<file path="src/rtl/cv32e40p_pkg.sv">
// Shared types for the OBI data/shadow-store memory arbiter.
package cv32e40p_pkg;

  typedef enum logic {
    OBI_SRC_DATA   = 1'b0,
    OBI_SRC_SHADOW = 1'b1
  } obi_src_e;

  typedef enum logic {
    ARB_IDLE   = 1'b0,
    ARB_LOCKED = 1'b1
  } obi_arb_state_e;

  function automatic obi_src_e obi_other_src(input obi_src_e src);
    return (src == OBI_SRC_DATA) ? OBI_SRC_SHADOW : OBI_SRC_DATA;
  endfunction

endpackage

</file>
<file path="src/rtl/cv32e40p_obi_tag_fifo.sv">
// In-order FIFO of source tags for accepted-but-unanswered OBI transactions.
module cv32e40p_obi_tag_fifo
  import cv32e40p_pkg::*;
#(
  parameter int unsigned DEPTH = 2
) (
  input  logic     clk_i,
  input  logic     rst_i,
  input  logic     push_i,
  input  obi_src_e data_i,
  input  logic     pop_i,
  output logic     full_o,
  output logic     empty_o,
  output obi_src_e head_o
);

  localparam int unsigned PTR_W = (DEPTH > 1) ? $clog2(DEPTH) : 1;
  localparam int unsigned CNT_W = $clog2(DEPTH) + 1;

  obi_src_e         mem_q [DEPTH];
  logic [PTR_W-1:0] wr_q;
  logic [PTR_W-1:0] rd_q;
  logic [CNT_W-1:0] cnt_q;
  logic             push_ok;
  logic             pop_ok;

  function automatic logic [PTR_W-1:0] ptr_inc(input logic [PTR_W-1:0] p);
    return (p == PTR_W'(DEPTH - 1)) ? '0 : p + 1'b1;
  endfunction

  assign full_o  = (cnt_q == CNT_W'(DEPTH));
  assign empty_o = (cnt_q == '0);
  assign head_o  = mem_q[rd_q];
  assign push_ok = push_i && !full_o;
  assign pop_ok  = pop_i && !empty_o;

  always_ff @(posedge clk_i or posedge rst_i) begin
    if (rst_i) begin
      wr_q  <= '0;
      rd_q  <= '0;
      cnt_q <= '0;
      for (int unsigned i = 0; i < DEPTH; i++) mem_q[i] <= OBI_SRC_DATA;
    end else begin
      if (push_ok) begin
        mem_q[wr_q] <= data_i;
        wr_q        <= ptr_inc(wr_q);
      end
      if (pop_ok) rd_q <= ptr_inc(rd_q);
      case ({push_ok, pop_ok})
        2'b10:   cnt_q <= cnt_q + 1'b1;
        2'b01:   cnt_q <= cnt_q - 1'b1;
        default: cnt_q <= cnt_q;
      endcase
    end
  end

endmodule

</file>
<file path="src/rtl/cv32e40p_obi_mem_arbiter.sv">
// Merges the core data and shadow-store OBI ports onto one memory port with
// round-robin arbitration, address-phase locking and in-order response routing.
module cv32e40p_obi_mem_arbiter
  import cv32e40p_pkg::*;
#(
  parameter int unsigned MAX_OUTSTANDING = 2,
  parameter int unsigned ADDR_WIDTH      = 32,
  parameter int unsigned DATA_WIDTH      = 32
) (
  input  logic                    clk_i,
  input  logic                    rst_i,

  input  logic                    data_req_i,
  output logic                    data_gnt_o,
  output logic                    data_rvalid_o,
  input  logic                    data_we_i,
  input  logic [DATA_WIDTH/8-1:0] data_be_i,
  input  logic [ADDR_WIDTH-1:0]   data_addr_i,
  input  logic [DATA_WIDTH-1:0]   data_wdata_i,
  output logic [DATA_WIDTH-1:0]   data_rdata_o,

  input  logic                    shadow_req_i,
  output logic                    shadow_gnt_o,
  output logic                    shadow_rvalid_o,
  input  logic                    shadow_we_i,
  input  logic [DATA_WIDTH/8-1:0] shadow_be_i,
  input  logic [ADDR_WIDTH-1:0]   shadow_addr_i,
  input  logic [DATA_WIDTH-1:0]   shadow_wdata_i,
  output logic [DATA_WIDTH-1:0]   shadow_rdata_o,

  output logic                    mem_req_o,
  input  logic                    mem_gnt_i,
  input  logic                    mem_rvalid_i,
  output logic                    mem_we_o,
  output logic [DATA_WIDTH/8-1:0] mem_be_o,
  output logic [ADDR_WIDTH-1:0]   mem_addr_o,
  output logic [DATA_WIDTH-1:0]   mem_wdata_o,
  input  logic [DATA_WIDTH-1:0]   mem_rdata_i
);

  obi_arb_state_e state_q;
  obi_src_e       lock_src_q;
  obi_src_e       rr_q;
  obi_src_e       sel_src;
  obi_src_e       head_src;
  logic           sel_valid;
  logic           accept;
  logic           pop;
  logic           fifo_full;
  logic           fifo_empty;

  // Reset gates the request so every output reads zero while rst_i is high.
  always_comb begin
    sel_src   = rr_q;
    sel_valid = 1'b0;
    if (state_q == ARB_LOCKED) begin
      sel_src   = lock_src_q;
      sel_valid = 1'b1;
    end else begin
      sel_valid = !fifo_full && (data_req_i || shadow_req_i);
      if (data_req_i && shadow_req_i) sel_src = rr_q;
      else if (data_req_i)            sel_src = OBI_SRC_DATA;
      else                            sel_src = OBI_SRC_SHADOW;
    end
    if (rst_i) sel_valid = 1'b0;
  end

  assign mem_req_o    = sel_valid;
  assign accept       = sel_valid && mem_gnt_i;
  assign data_gnt_o   = accept && (sel_src == OBI_SRC_DATA);
  assign shadow_gnt_o = accept && (sel_src == OBI_SRC_SHADOW);

  always_comb begin
    mem_we_o    = 1'b0;
    mem_be_o    = '0;
    mem_addr_o  = '0;
    mem_wdata_o = '0;
    if (sel_valid) begin
      if (sel_src == OBI_SRC_DATA) begin
        mem_we_o    = data_we_i;
        mem_be_o    = data_be_i;
        mem_addr_o  = data_addr_i;
        mem_wdata_o = data_wdata_i;
      end else begin
        mem_we_o    = shadow_we_i;
        mem_be_o    = shadow_be_i;
        mem_addr_o  = shadow_addr_i;
        mem_wdata_o = shadow_wdata_i;
      end
    end
  end

  assign pop             = mem_rvalid_i && !fifo_empty && !rst_i;
  assign data_rvalid_o   = pop && (head_src == OBI_SRC_DATA);
  assign shadow_rvalid_o = pop && (head_src == OBI_SRC_SHADOW);
  assign data_rdata_o    = mem_rdata_i;
  assign shadow_rdata_o  = mem_rdata_i;

  always_ff @(posedge clk_i or posedge rst_i) begin
    if (rst_i) begin
      state_q    <= ARB_IDLE;
      lock_src_q <= OBI_SRC_DATA;
      rr_q       <= OBI_SRC_DATA;
    end else begin
      case (state_q)
        ARB_IDLE: begin
          if (sel_valid && !mem_gnt_i) begin
            state_q    <= ARB_LOCKED;
            lock_src_q <= sel_src;
          end
        end
        ARB_LOCKED: begin
          if (mem_gnt_i) state_q <= ARB_IDLE;
        end
        default: state_q <= ARB_IDLE;
      endcase
      if (accept) rr_q <= obi_other_src(sel_src);
    end
  end

  cv32e40p_obi_tag_fifo #(
    .DEPTH (MAX_OUTSTANDING)
  ) u_tag_fifo (
    .clk_i   (clk_i),
    .rst_i   (rst_i),
    .push_i  (accept),
    .data_i  (sel_src),
    .pop_i   (pop),
    .full_o  (fifo_full),
    .empty_o (fifo_empty),
    .head_o  (head_src)
  );

  cv32e40p_obi_mem_arbiter_sva: assert property (
    @(posedge clk_i) disable iff (rst_i) !(mem_rvalid_i && fifo_empty)
  );

endmodule
</file>
<file path="config.mk">
export PLATFORM = sky130hd
export DESIGN_NAME = cv32e40p_obi_mem_arbiter
export DESIGN_NICKNAME = d
export VERILOG_FILES = /design/src/rtl/cv32e40p_pkg.sv /design/src/rtl/cv32e40p_obi_tag_fifo.sv /design/src/rtl/cv32e40p_obi_mem_arbiter.sv
export SDC_FILE = /design/constraint.sdc
export NUM_CORES = 1
export LEC_CHECK = 0
export BUFFER_PORTS_ARGS = -buffer_cell sky130_fd_sc_hd__clkbuf_2
export CAP_MARGIN = 20
export CORE_AREA = 2 2 123 125
export CTS_CLUSTER_DIAMETER = 30
export CTS_CLUSTER_SIZE = 8
export DETAILED_ROUTE_END_ITERATION = 8
export DIE_AREA = 0 0 125 127
export GPL_TIMING_DRIVEN = 0
export REMOVE_ABC_BUFFERS = 1
export SLEW_MARGIN = 5
export SYNTH_ARGS = -nofsm -noshare
export SYNTH_HDL_FRONTEND = slang
export SYNTH_HIERARCHICAL = 1
export SYNTH_SLANG_ARGS = --single-unit
</file>
<file path="constraint.sdc">
create_clock -name clk_i -period 2.8 [get_ports clk_i]
set_input_delay 0.28 -clock clk_i [delete_from_list [all_inputs] [get_ports clk_i]]
set_output_delay 0.28 -clock clk_i [all_outputs]
set_load 0.01 [all_outputs]
</file>
Word level (Yosys, flattened, before mapping)
Cells that the tools add are included.
{"block": "classes", "div_mod_pow": 0, "magnitude_cmp": 3, "reduce_logical": 21, "add_sub_neg": 4, "mul": 0, "n_bitwise": 5, "n_shift": 0, "n_eq_ne": 3, "muxes": 26}
{"cell": "32-bit 2-to-1 mux", "n": 4}
{"cell": "1-bit 2-to-1 mux", "n": 16}
{"cell": "1-bit logical AND", "n": 13}
{"cell": "4-bit 2-to-1 mux", "n": 2}
{"cell": "2-bit equality test (second input constant)", "n": 2}
{"cell": "2-bit >= comparator (second input constant)", "n": 2}
{"cell": "1-bit logical NOT", "n": 4}
{"cell": "1-bit NOT with 2-bit output", "n": 2}
{"cell": "2-bit case mux with 2 select lines", "n": 1}
{"cell": "1-bit NOT", "n": 3}
{"cell": "1-bit adder (second input constant)", "n": 2}
{"cell": "2-bit by 1-bit adder with 2-bit output (second input constant)", "n": 1}
{"cell": "2-bit bitwise mux", "n": 1}
{"cell": "2-bit by 1-bit equality test with 1-bit output (second input constant)", "n": 1}
{"cell": "2-bit logical NOT", "n": 1}
{"cell": "2-bit by 1-bit less-than comparator with 1-bit output (second input constant)", "n": 1}
{"cell": "1-bit case mux with 2 select lines", "n": 1}
{"cell": "2-bit AND reduction", "n": 1}
{"cell": "2-bit nonzero test", "n": 1}
{"cell": "2-bit by 1-bit subtractor with 2-bit output (second input constant)", "n": 1}
{"cell": "1-bit demux with 1-bit select", "n": 1}
{"cell": "1-bit logical OR", "n": 1}
{"block": "word_totals", "ff_bits": 9, "output_inout_bits": 138, "mem_bits_ro": 0, "latch_bits": 0, "ramBits": 0, "mem_count": 0, "inputBits": 176, "wordCells": 70}

Depth between registers and ports, before layout
Gate-level depths: netlist (run 1).
{"block": "logic_depth", "depth_word": 9, "depth_mapped": 10, "depth_no_buf": 10}

Cells and area by module
The synthesis (run 1) kept the hierarchy.
{"module": "cv32e40p_obi_mem_arbiter", "seq_area_each_um2": 75.1, "area_per_inst_um2": 1659.1, "cells_per_inst": 316, "instances": 1}
{"module": "cv32e40p_obi_tag_fifo", "seq_area_each_um2": 150.1, "area_per_inst_um2": 286.5, "cells_per_inst": 24, "instances": 1}

Worst setup path before layout (run 1)
OpenSTA, ideal clock, no wires.
{"block": "synth_timing", "path_kind": "register to register", "startpoint": "reg u_tag_fifo.cnt_q[0]", "endpoint": "reg u_tag_fifo.cnt_q[1]", "slack_ps": 951, "path_stages_with_launch": 10, "setup_ps": 79, "arrival_time_ps": 1769, "required_ps": 2721, "synth_period_minus_slack_ps": 1849, "n_path_buf": 0, "path_cell_list": "dfrtp_1 -> nand2b_2 -> inv_1 -> o21bai_1 -> a21o_1 -> nor2_1 -> nand2_1 -> ha_1 -> nor2_1 -> xor2_1"}
{"block": "synth_via", "elab_chain_len": 9, "word_cells_on_any_way": 18, "classes_between": "add/sub (2); eq/ne (3); mux (3); reduce/logical (10)"}
{"item": "from (decl)", "line": "cv32e40p_obi_tag_fifo.sv:23", "rtl": "logic [CNT_W-1:0] cnt_q;"}
{"item": "from (signal assigned)", "line": "cv32e40p_obi_tag_fifo.sv:50", "rtl": "2'b10: cnt_q <= cnt_q + 1'b1;"}
{"item": "from (signal assigned)", "line": "cv32e40p_obi_tag_fifo.sv:51", "rtl": "2'b01: cnt_q <= cnt_q - 1'b1;"}
{"item": "from (signal assigned)", "line": "cv32e40p_obi_tag_fifo.sv:52", "rtl": "default: cnt_q <= cnt_q;"}
{"item": "2-bit equality test (*)", "line": "cv32e40p_obi_tag_fifo.sv:31", "rtl": "assign full_o = (cnt_q == CNT_W'(DEPTH));"}
{"item": "named net fifo_full", "line": "cv32e40p_obi_mem_arbiter.sv:49", "rtl": "logic fifo_full;"}
{"item": "1-bit logical NOT (*)", "line": "cv32e40p_obi_mem_arbiter.sv:60", "rtl": "sel_valid = !fifo_full && (data_req_i || shadow_req_i);"}
{"item": "1-bit logical AND (*)", "line": "cv32e40p_obi_mem_arbiter.sv:60"}
{"item": "1-bit 2-to-1 mux (*)", "line": "cv32e40p_obi_mem_arbiter.sv:56", "rtl": "if (state_q == ARB_LOCKED) begin"}
{"item": "1-bit 2-to-1 mux (*)", "line": "cv32e40p_obi_mem_arbiter.sv:65", "rtl": "if (rst_i) sel_valid = 1'b0;"}
{"item": "1-bit logical AND (*)", "line": "cv32e40p_obi_mem_arbiter.sv:69", "rtl": "assign accept = sel_valid && mem_gnt_i;"}
{"item": "named net accept", "line": "cv32e40p_obi_mem_arbiter.sv:47", "rtl": "logic accept;"}
{"item": "1-bit logical AND (*)", "line": "cv32e40p_obi_tag_fifo.sv:34", "rtl": "assign push_ok = push_i && !full_o;"}
{"item": "2-bit by 1-bit equality test with 1-bit output / 2-bit equality test (equally long branches)", "line": "cv32e40p_obi_tag_fifo.sv:49", "rtl": "case ({push_ok, pop_ok})"}
{"item": "2-bit case mux with 2 select lines / 2-bit nonzero test (equally long branches)"}
Mark *: on every way through the listed nets, which the timed path passes. The rest lies on a longest branch.
A chain may end at the register's enable or synchronous reset.

Final worst setup path (run 1)
{"block": "layout_timing", "startpoint": "reg state_q", "endpoint": "out mem_wdata_o[14]"}
{"block": "layout_via", "elab_chain_len": 3, "word_cells_on_any_way": 5, "classes_between": "mux (5)"}
{"item": "from (decl)", "line": "cv32e40p_obi_mem_arbiter.sv:41", "rtl": "obi_arb_state_e state_q;"}
{"item": "from (signal assigned)", "line": "cv32e40p_obi_mem_arbiter.sv:101", "rtl": "state_q <= ARB_IDLE;"}
{"item": "from (signal assigned)", "line": "cv32e40p_obi_mem_arbiter.sv:108", "rtl": "state_q <= ARB_LOCKED;"}
{"item": "from (signal assigned)", "line": "cv32e40p_obi_mem_arbiter.sv:113", "rtl": "if (mem_gnt_i) state_q <= ARB_IDLE;"}
{"item": "1-bit 2-to-1 mux", "line": "cv32e40p_obi_mem_arbiter.sv:56"}
{"item": "32-bit 2-to-1 mux / 1-bit 2-to-1 mux (equally long branches)", "line": "cv32e40p_obi_mem_arbiter.sv:79, cv32e40p_obi_mem_arbiter.sv:65"}
{"item": "32-bit 2-to-1 mux (*)", "line": "cv32e40p_obi_mem_arbiter.sv:78", "rtl": "if (sel_valid) begin"}
{"item": "to (decl)", "line": "cv32e40p_obi_mem_arbiter.sv:37", "rtl": "output logic [DATA_WIDTH-1:0] mem_wdata_o,"}
Mark *: on every way between the ends. The rest lies on a longest branch, timed or not.

==> results of run 1 <==
worst max-delay path, stage by stage (launching register included):
cell and delay (ps):
dfrtp_1 370, inv_1 150, mux2i_4 510, buf_16 240, inv_4 170, buf_12 220, nand2_1 90, a21oi_1 90
clkbuf_2 180
cell usage in the layout (no fill, tap or decap):
| master | synthesis | final |
|---|---|---|
| clkbuf_2 | 0 | 217 |
| nand2_1 | 140 | 140 |
| a21oi_1 | 70 | 70 |
| dfrtp_1 | 9 | 9 |
| inv_1 | 6 | 6 |
| nor2_1 | 4 | 4 |
| mux2_2 | 3 | 3 |
| clkbuf_16 | 0 | 3 |
| xnor2_1 | 3 | 3 |
| nor2b_1 | 2 | 2 |
| buf_12 | 0 | 2 |
| xor2_1 | 2 | 2 |
| o21bai_1 | 1 | 1 |
| a21o_4 | 0 | 1 |
| a21bo_1 | 1 | 1 |
| mux2i_4 | 1 | 1 |
| inv_4 | 0 | 1 |
| o22a_1 | 1 | 1 |
| nor3_1 | 1 | 1 |
| nor3b_1 | 1 | 1 |
| and2_1 | 1 | 1 |
| nor4_1 | 1 | 1 |
| clkinv_2 | 0 | 1 |
| dlygate4sd3_1 | 0 | 1 |
| buf_16 | 0 | 1 |
| nand2b_2 | 1 | 1 |
| nand3_1 | 1 | 1 |
| mux2_1 | 1 | 1 |
| nand3b_1 | 1 | 1 |
| ha_1 | 1 | 1 |
cells by family (layout without fill, tap and decap cells):
group           Yosys count  after routing  share of synthesized area
compound gates           74             74                      0.197
mux                       5              5                     0.0347
fa+ha+maj                 1              1                    0.00643
xor+xnor                  5              5                     0.0225
flops                     9              9                      0.116
buf+inv                  93            232                      0.315
simple gates            153            153                      0.308
stage by stage:
| step | setup WS, ps | utilization | hold WS [ps] | TNS [ps] |
|---|---|---|---|---|
| CTS | 3.80 | 0.197 | 243 | 0 |
| global placement | -1550 | 0.185 | 199 | -108890 |
| finish | 226 | 0.197 | 246 | 0 |
| floorplan | -156 | - | 33.6 | -1580 |
| global route | 40.4 | 0.197 | 267 | 0 |
| detailed placement | 241 | 0.191 | 203 | 0 |
timing repair:
| item | CTS | global route |
|---|---|---|
| gates resized for setup | 0 | 2 |
| endpoints found under the hold margin | 3 | 0 |
| hold buffers | 1 | 0 |
| setup endpoints to repair | 0 | 39 |
final cells by class:
type | instances | area [um^2]
Clock buffer | 3 | 75.1
Clock inverter | 1 | 5.00
Fill cell | 1689 | 11600
Inverter | 7 | 28.8
Multi-Input combinational cell | 238 | 1110
Sequential cell | 9 | 225
Tap cell | 184 | 230
Timing Repair Buffer | 221 | 1160
registers in the layout, summed over array words and instances, names as in the netlist:
name              flops
rr_q                  1
u_tag_fifo/cnt_q      2
u_tag_fifo/rd_q       1
u_tag_fifo/mem_q      2
lock_src_q            1
u_tag_fifo/wr_q       1
state_q               1
how the worst min path moves through the flow:
| stage | start | depth (start not counted) | slack, ps | to |
|---|---|---|---|---|
| 2_1_floorplan | rst_i | 1 | 30 | lock_src_q |
| 3_3_place_gp | rst_i | 2 | 200 | rr_q |
| 3_5_place_dp | rst_i | 2 | 200 | rr_q |
| 4_1_cts | mem_gnt_i | 2 | 240 | state_q |
| 5_1_grt | mem_gnt_i | 2 | 270 | state_q |
| 6_report | mem_gnt_i | 2 | 250 | state_q |
power by group:
| group | internal (uW) | switching, uW | total, uW |
|---|---|---|---|
| sequential | 194 | 50.8 | 245 |
| combinational | 517 | 739 | 1260 |
| clock | 189 | 70.5 | 259 |
metal layers:
layer	vias to the layer above	global-route usage
met4	2	0.0176
li1	1296	-
met3	7	0.121
met5	-	0.0433
met2	205	0.161
met1	1092	0.124
==> results.cfg, run 1 <==
[global_routing]
track_usage = 0.117
grt_pass1_vias = 2425
grt_max_degree = 76
grt.overflow.total = 0
antenna_found_initial = 0
grt_pass1_wl_um = 14200

[synth]
synth-edff-count = 0
synth_area_leader_cell = nand2_1
synth_ff_type = dfrtp_1
yosys.area.top_type_share = 0.270
ys_types = 27
ys_top_cells_by_area = nand2_1, buf_4, a21oi_1, dfrtp_1, buf_2
yosysWarnings = 6
synth_common_cells = nand2_1, a21oi_1, buf_4
async_reset_ff_frac = 1.00
synth-seq-area-share = 0.116
post_synth.cell_area_avg_um2 = 5.72
synthesis.area_um2 = 1950
yosysMostFrequentCell = nand2_1
synth_cells = 340
synth-seq-cells = 9

[route]
met2_length_um = 4050
viasPerCell = 3.92
drtAntennaViolNets = 0
route.detailed.drc = 0
first_iter_violations = 83
met3_length_um = 2230
first_pass_iters = 4
met1_length_um = 3690
vias = 2602
wl_um = 10100
routedWlPerCell_um = 15.2
highest_layer = met5

[setup_path]
worstSetupEndpoint = mem_wdata_o[14]
r2r-start = u_tag_fifo/cnt_q[0]
reg2reg_to = u_tag_fifo/cnt_q[1]
cp_max_fo = 39
regToRegSetupSlack_ps = 330
cp.required_ps = 2520
worst_setup_path_start_kind = flip-flop
criticalPathCategory = flip-flop to primary output
crit_path_end_kind = primary output
startpoint = state_q
worstPathArrival_ps = 2290
rr_worst_depth = 9

[final_layout]
syn2layout_area_growth_pct = 46.1
fin_cells = 663
antenna-diode-count = 0
post-route-cell-area_um2 = 2840
drive_gt1_frac = 0.482
nets = 657

[clocking]
cts_tree = yes
cts_sinks = 9
cts_buffer_depth = 2
root_buffer = clkbuf_16
cts_setup_buffers = 0
clk_latency_ps = 240
cts_buffers = 3
path_clk_slew_ps = 40
h-tree-depth = 1

[floorplanning]
die_height_um = 127
pin_count = 314
coreArea_um2 = 14400
die_x_um = 125
die_area_um2 = 15900
fp-row-count = 44
initial_core_util = 0.135

[timing]
hold_viol = 0
slew_headroom = 0.493
rsz0062_at_grt = no
period_minus_slack_ps = 2570
drv_slew = 0
period_share = 0.919
tightest_slew_ps = 760
finalSetupViolCount = 0
max_freq_mhz = 389
fin_worst_skew_ps = 3.49

[power]
max-vdd-ir-drop_mv = 0.311
powerDensity_nw_per_um2 = 619
power.total_uw = 1760
leakagePower_uw = 0.00163

[placed_design]
gp_congestion = 0.742
portBuffers = 217
dp.final_hpwl_um = 8270
dp_cells = 658
place_area_um2 = 2750

[min_path]
hp-class = input port to flip-flop

[status]
status = completed

[job]
drv_cap = 0
Note: power is estimated with default switching activity, not from simulation.
==> run 2: changes to the inputs <==
==> constraint.sdc (replaced) <==
create_clock -name clk_i -period 2.8 [get_ports clk_i]
set_input_delay 0.14 -clock clk_i [delete_from_list [all_inputs] [get_ports clk_i]]
set_output_delay 0.14 -clock clk_i [all_outputs]
set_load 0.01 [all_outputs]
==> run 2 against run 1 <==
Against the previous run:
- utilization did not move
- highest routed layer unchanged
- sequential share of layout area did not move
- critical path depth rose by 1
- global-route usage barely moved
- first-iteration DRC count did not move
- flip-flop and latch count did not move
- design area did not move
- clock-buffer cell count did not move
==> results.cfg, run 2 (synthesis results as in run 1) <==
[status]
status = completed

[global_routing]
grt_pass1_wl_um = 14200
grt.overflow.total = 0
antenna_found_initial = 0
track_usage = 0.117
grt_max_degree = 76
grt_pass1_vias = 2424

[clocking]
cts_buffer_depth = 2
cts_buffers = 3
path_clk_slew_ps = 40
cts_tree = yes
clk_latency_ps = 240
h-tree-depth = 1
cts_sinks = 9
root_buffer = clkbuf_16

[placed_design]
portBuffers = 217
dp_slack_ps = 260
place_area_um2 = 2750
dp.final_hpwl_um = 8270
dp_cells = 658
gp_congestion = 0.742

[final_layout]
post-route-cell-area_um2 = 2840
final_common_cell = clkbuf_2
nets = 657
drive_gt1_frac = 0.482
syn2layout_area_growth_pct = 46.1
final_cell_mix = clkbuf_2, nand2_1, a21oi_1
antenna-diode-count = 0
reg_top3 = u_tag_fifo/cnt_q: 2 flops, u_tag_fifo/mem_q: 2 flops
fin_cells = 663

[setup_path]
cp.required_ps = 2970
cp_max_fo = 75
worst_setup_path_start_kind = flip-flop
crit_path_end_kind = flip-flop
criticalPathCategory = flip-flop to flip-flop
worstPathArrival_ps = 2640

[power]
internal_power_uw = 900
p_sw_frac = 0.489
powerDensity_nw_per_um2 = 619
leakagePower_uw = 0.00163
power_frac_comb = 0.713
max-vdd-ir-drop_mv = 0.312
power_frac_seq = 0.140
power_switching_uw = 860
pwr-share-clk = 0.147

[timing]
slew_headroom = 0.493
rsz0062_at_grt = no
tightest_slew_ps = 760
drv_slew = 0
max_freq_mhz = 404
fin_worst_skew_ps = 3.42
hold_viol = 0
setup_ws_ps = 322
period_share = 0.885
period_minus_slack_ps = 2480
finalSetupViolCount = 0

[floorplanning]
pin_count = 314
die_x_um = 125
initial_core_util = 0.135
fp-row-count = 44
die_area_um2 = 15900
coreArea_um2 = 14400
die_height_um = 127

[route]
drtAntennaViolNets = 0
first_iter_violations = 83
viasPerCell = 3.93
route.detailed.drc = 0
wl_um = 10100
routedWlPerCell_um = 15.2
first_pass_iters = 4
vias = 2608

[job]
drv_cap = 0

[min_path]
hp-class = input port to flip-flop
run 2: cell counts in the layout (fill, tap and decap cells not counted):
No cell type changed its count.
run 2: repair_timing:
item | in CTS | in global routing
buffers inserted | 0 | 0
hold endpoints to repair | 9 | 0
setup endpoints to repair | 0 | 1
gates resized for setup | 0 | 2
hold buffers | 1 | 0
run 2: power by group through the flow:
stage / registers [uW] / clock network [uW] / logic [uW]
2_1_floorplan: 234 / 0 / 729
3_3_place_gp: 244 / 0 / 1210
3_5_place_dp: 247 / 0 / 1270
4_1_cts: 246 / 263 / 1280
5_1_grt: 254 / 269 / 1410
6_report: 246 / 259 / 1260
run 2: worst paths after layout:
kind	cells after the start	slack, ps	startpoint	end
setup / recovery	9	320	u_tag_fifo/cnt_q[0]	u_tag_fifo/cnt_q[1]
hold / removal	2	110	mem_gnt_i	state_q
setup reg to reg	9	320	u_tag_fifo/cnt_q[0]	u_tag_fifo/cnt_q[1]
hold reg to reg	1	490	u_tag_fifo/mem_q[0]	u_tag_fifo/mem_q[0]
max in group asynchronous	3	2210	rst_i	u_tag_fifo/rd_q
min in group asynchronous	3	360	rst_i	rr_q
run 2: per-stage QoR:
step	util	hold WS (ps)	setup TNS [ps]	power, uW
after floorplan	-	-106	-191	963
after global placement	0.185	59.3	-98810	1460
after detailed placement	0.191	63.1	0	1520
after CTS	0.197	103	0	1790
after global routing	0.197	129	0	1930
final	0.197	107	0	1760
run 2: final cells by class:
class                           instances  area, um^2
Timing Repair Buffer                  221        1160
Clock buffer                            3        75.1
Tap cell                              184         230
Multi-Input combinational cell        238        1110
Fill cell                            1689       11600
Sequential cell                         9         225
Inverter                                7        28.8
Clock inverter                          1        5.00
run 2: per-layer routing:
layer,routed length (um),global-route usage,up-vias
met1,3690,0.124,1090
met5,42,0.0433,-
met2,4050,0.161,211
met4,57,0.0176,2
li1,-,-,1296
met3,2230,0.119,9
run 2: critical path, stage by stage (launching register included):
cell and delay [ps]:
dfrtp_1 420, nand2b_2 230, inv_1 60, o21bai_1 140
a21o_4 610, nor2_1 210, nand2_1 170, ha_1 260
nor2_1 130, xor2_1 150
==> run 3: changes to the inputs <==
--- a/config.mk
+++ b/config.mk
@@ -7,15 +7,13 @@
 export LEC_CHECK = 0
 export BUFFER_PORTS_ARGS = -buffer_cell sky130_fd_sc_hd__clkbuf_2
 export CAP_MARGIN = 20
-export CORE_AREA = 2 2 123 125
+export CORE_AREA = 2 2 121 123
 export CTS_CLUSTER_DIAMETER = 30
 export CTS_CLUSTER_SIZE = 8
 export DETAILED_ROUTE_END_ITERATION = 8
-export DIE_AREA = 0 0 125 127
+export DIE_AREA = 0 0 123 125
 export GPL_TIMING_DRIVEN = 0
-export REMOVE_ABC_BUFFERS = 1
 export SLEW_MARGIN = 5
 export SYNTH_ARGS = -nofsm -noshare
 export SYNTH_HDL_FRONTEND = slang
-export SYNTH_HIERARCHICAL = 1
 export SYNTH_SLANG_ARGS = --single-unit
==> run 3 against run 2 <==
Against the previous run:
- clock skew fell by 1.8 ps
- worst hold slack improved by 7.8 ps
- worst setup slack gained 270 ps
- area after synthesis up 18%
- critical path depth is 3 lower
- largest power group unchanged
==> results.cfg, run 3 <==
[final_layout]
reg_top3 = u_tag_fifo.cnt_q: 2 flops, u_tag_fifo.mem_q: 2 flops
drive_gt1_frac = 0.694
final_common_cell = clkbuf_2
nets = 806
final_cell_mix = clkbuf_2, nand2_1, a21oi_2
final_core_util = 0.283
antenna-diode-count = 0
fin_cells = 812
syn2layout_area_growth_pct = 75.0

[synth]
synth-seq-cells = 9
synth_top_family_by_area = buffers and inverters
ys_top_cells_by_area = a21oi_2, nand2_1, buf_4, dfrtp_1, buf_6
syn-num-nets = 519
synth_area_leader_cell = a21oi_2
yosys.area.top_type_share = 0.259
synth.area.mux_share = 0.0256
synth-simple-area-share = 0.258
yosysWarnings = 0
async_reset_ff_frac = 1.00
yosysMostFrequentCell = nand2_1
post_synth.cell_area_avg_um2 = 6.72
synth_cells = 342
synth-adder-area-share = 0.00544
synth-edff-count = 0
synth_ff_type = dfrtp_1
ys_types = 28
synth_common_cells = nand2_1, a21oi_2, buf_4
synth-seq-area-share = 0.0979
synth_compound_area_frac = 0.289
synth_xor_area_frac = 0.0190
synthesis.area_um2 = 2300

[timing]
hold_viol = 0
period_minus_slack_ps = 2210
period_share = 0.788
fin_worst_skew_ps = 1.62
finalSetupViolCount = 0
slew_headroom = 0.579
tightest_slew_ps = 631
whs_ps = 115
rsz0062_at_grt = no
drv_slew = 0
finalSetupTns_ps = 0
max_freq_mhz = 453

[route]
viasPerCell = 3.80
wl_um = 9080
route.detailed.drc = 0
routedWlPerCell_um = 11.2
drtAntennaViolNets = 0
first_pass_iters = 4
vias = 3087
first_iter_violations = 35

[global_routing]
antenna_found_initial = 0
grt_max_degree = 11
track_usage = 0.106
grt_pass1_wl_um = 13000
grt.overflow.total = 0
grt_pass1_vias = 2771

[clocking]
cts_buffers = 3
cts_buffer_depth = 2
cts_sinks = 9
cts_setup_buffers = 0
cts_tree = yes
path_clk_slew_ps = 40
root_buffer = clkbuf_16
clk_latency_ps = 230
h-tree-depth = 1

[power]
leakagePower_uw = 0.00227
power_switching_uw = 1060
power.total_uw = 2150
powerDensity_nw_per_um2 = 535
p_sw_frac = 0.492
max-vdd-ir-drop_mv = 0.261
power_frac_comb = 0.769
power_frac_seq = 0.114
pwr-share-clk = 0.117
internal_power_uw = 1090

[floorplanning]
coreArea_um2 = 14200
die_height_um = 125
pin_count = 314
die_area_um2 = 15400
initial_core_util = 0.162
fp-row-count = 44
die_x_um = 123

[placed_design]
dp_cells = 807
dp.final_hpwl_um = 7930
portBuffers = 281
gp_congestion = 0.757

[job]
drv_cap = 0

[setup_path]
worst_setup_path_start_kind = flip-flop
worstPathArrival_ps = 2070
regToRegSetupSlack_ps = 1190
cp.required_ps = 2660
criticalPathCategory = flip-flop to primary output
cp_max_fo = 10
crit_path_end_kind = primary output

[status]
status = completed

[min_path]
hp-class = input port to flip-flop
[run 3: worst max-delay path, cell delays in order, from the launching register on]
cell and delay [ps]:
dfrtp_1 380, inv_1 190, mux2_4 270, clkbuf_1 510, nand2_1 140, a21oi_2 180
clkbuf_2 150
[run 3: worst paths after layout]
check | depth (start not counted) | start | to
max | 6 | state_q | mem_wdata_o[19]
min | 2 | mem_gnt_i | state_q
max reg2reg | 6 | u_tag_fifo.cnt_q[1] | u_tag_fifo.cnt_q[1]
min reg2reg | 1 | u_tag_fifo.cnt_q[1] | u_tag_fifo.cnt_q[1]
max in group asynchronous | 3 | rst_i | u_tag_fifo.wr_q
min in group asynchronous | 3 | rst_i | u_tag_fifo.mem_q[0]
[run 3: timing repair]
item,4_1_cts,5_1_grt
resized for setup,0,0
hold buffers,1,0
endpoints found under the hold margin,9,0
[run 3: logic make-up (layout without fill, tap and decap cells)]
| logic type | Yosys count | in the layout |
|---|---|---|
| compound gates | 79 | 79 |
| buf+inv | 91 | 377 |
| mux | 4 | 4 |
| simple gates | 153 | 153 |
| fa+ha+maj | 1 | 1 |
| flops | 9 | 9 |
| xor+xnor | 5 | 5 |
[run 3: power by group through the flow]
| stage | clock network (uW) | logic (uW) | registers [uW] |
|---|---|---|---|
| 6_report | 251 | 1660 | 246 |
| 3_3_place_gp | 0 | 1680 | 248 |
| 5_1_grt | 264 | 1830 | 258 |
| 3_5_place_dp | 0 | 1690 | 249 |
| 2_1_floorplan | 0 | 1120 | 238 |
| 4_1_cts | 257 | 1690 | 247 |
[run 3: area by class of cell]
cell class,count,area [um^2]
Sequential cell,9,225
Clock buffer,4,78.8
Buffer,86,683
Multi-Input combinational cell,242,1370
Tap cell,184,230
Fill cell,1603,10200
Timing Repair Buffer,282,1420
Inverter,5,18.8
[run 3: per-layer routing]
metal | routed length, um | up-vias | global-route usage
li1 | - | 1604 | -
met1 | 3510 | 1305 | 0.118
met2 | 4690 | 172 | 0.209
met3 | 806 | 6 | 0.0119
met4 | 71 | 0 | 0.0221
met5 | 0 | - | 0
[run 3: metrics by stage]
stage               setup WS (ps)  area, um^2
global route                  485        4030
detailed placement            819        3940
global placement              820        3940
CTS                           559        4030
floorplan                    1300        2300
finish                        594        4030
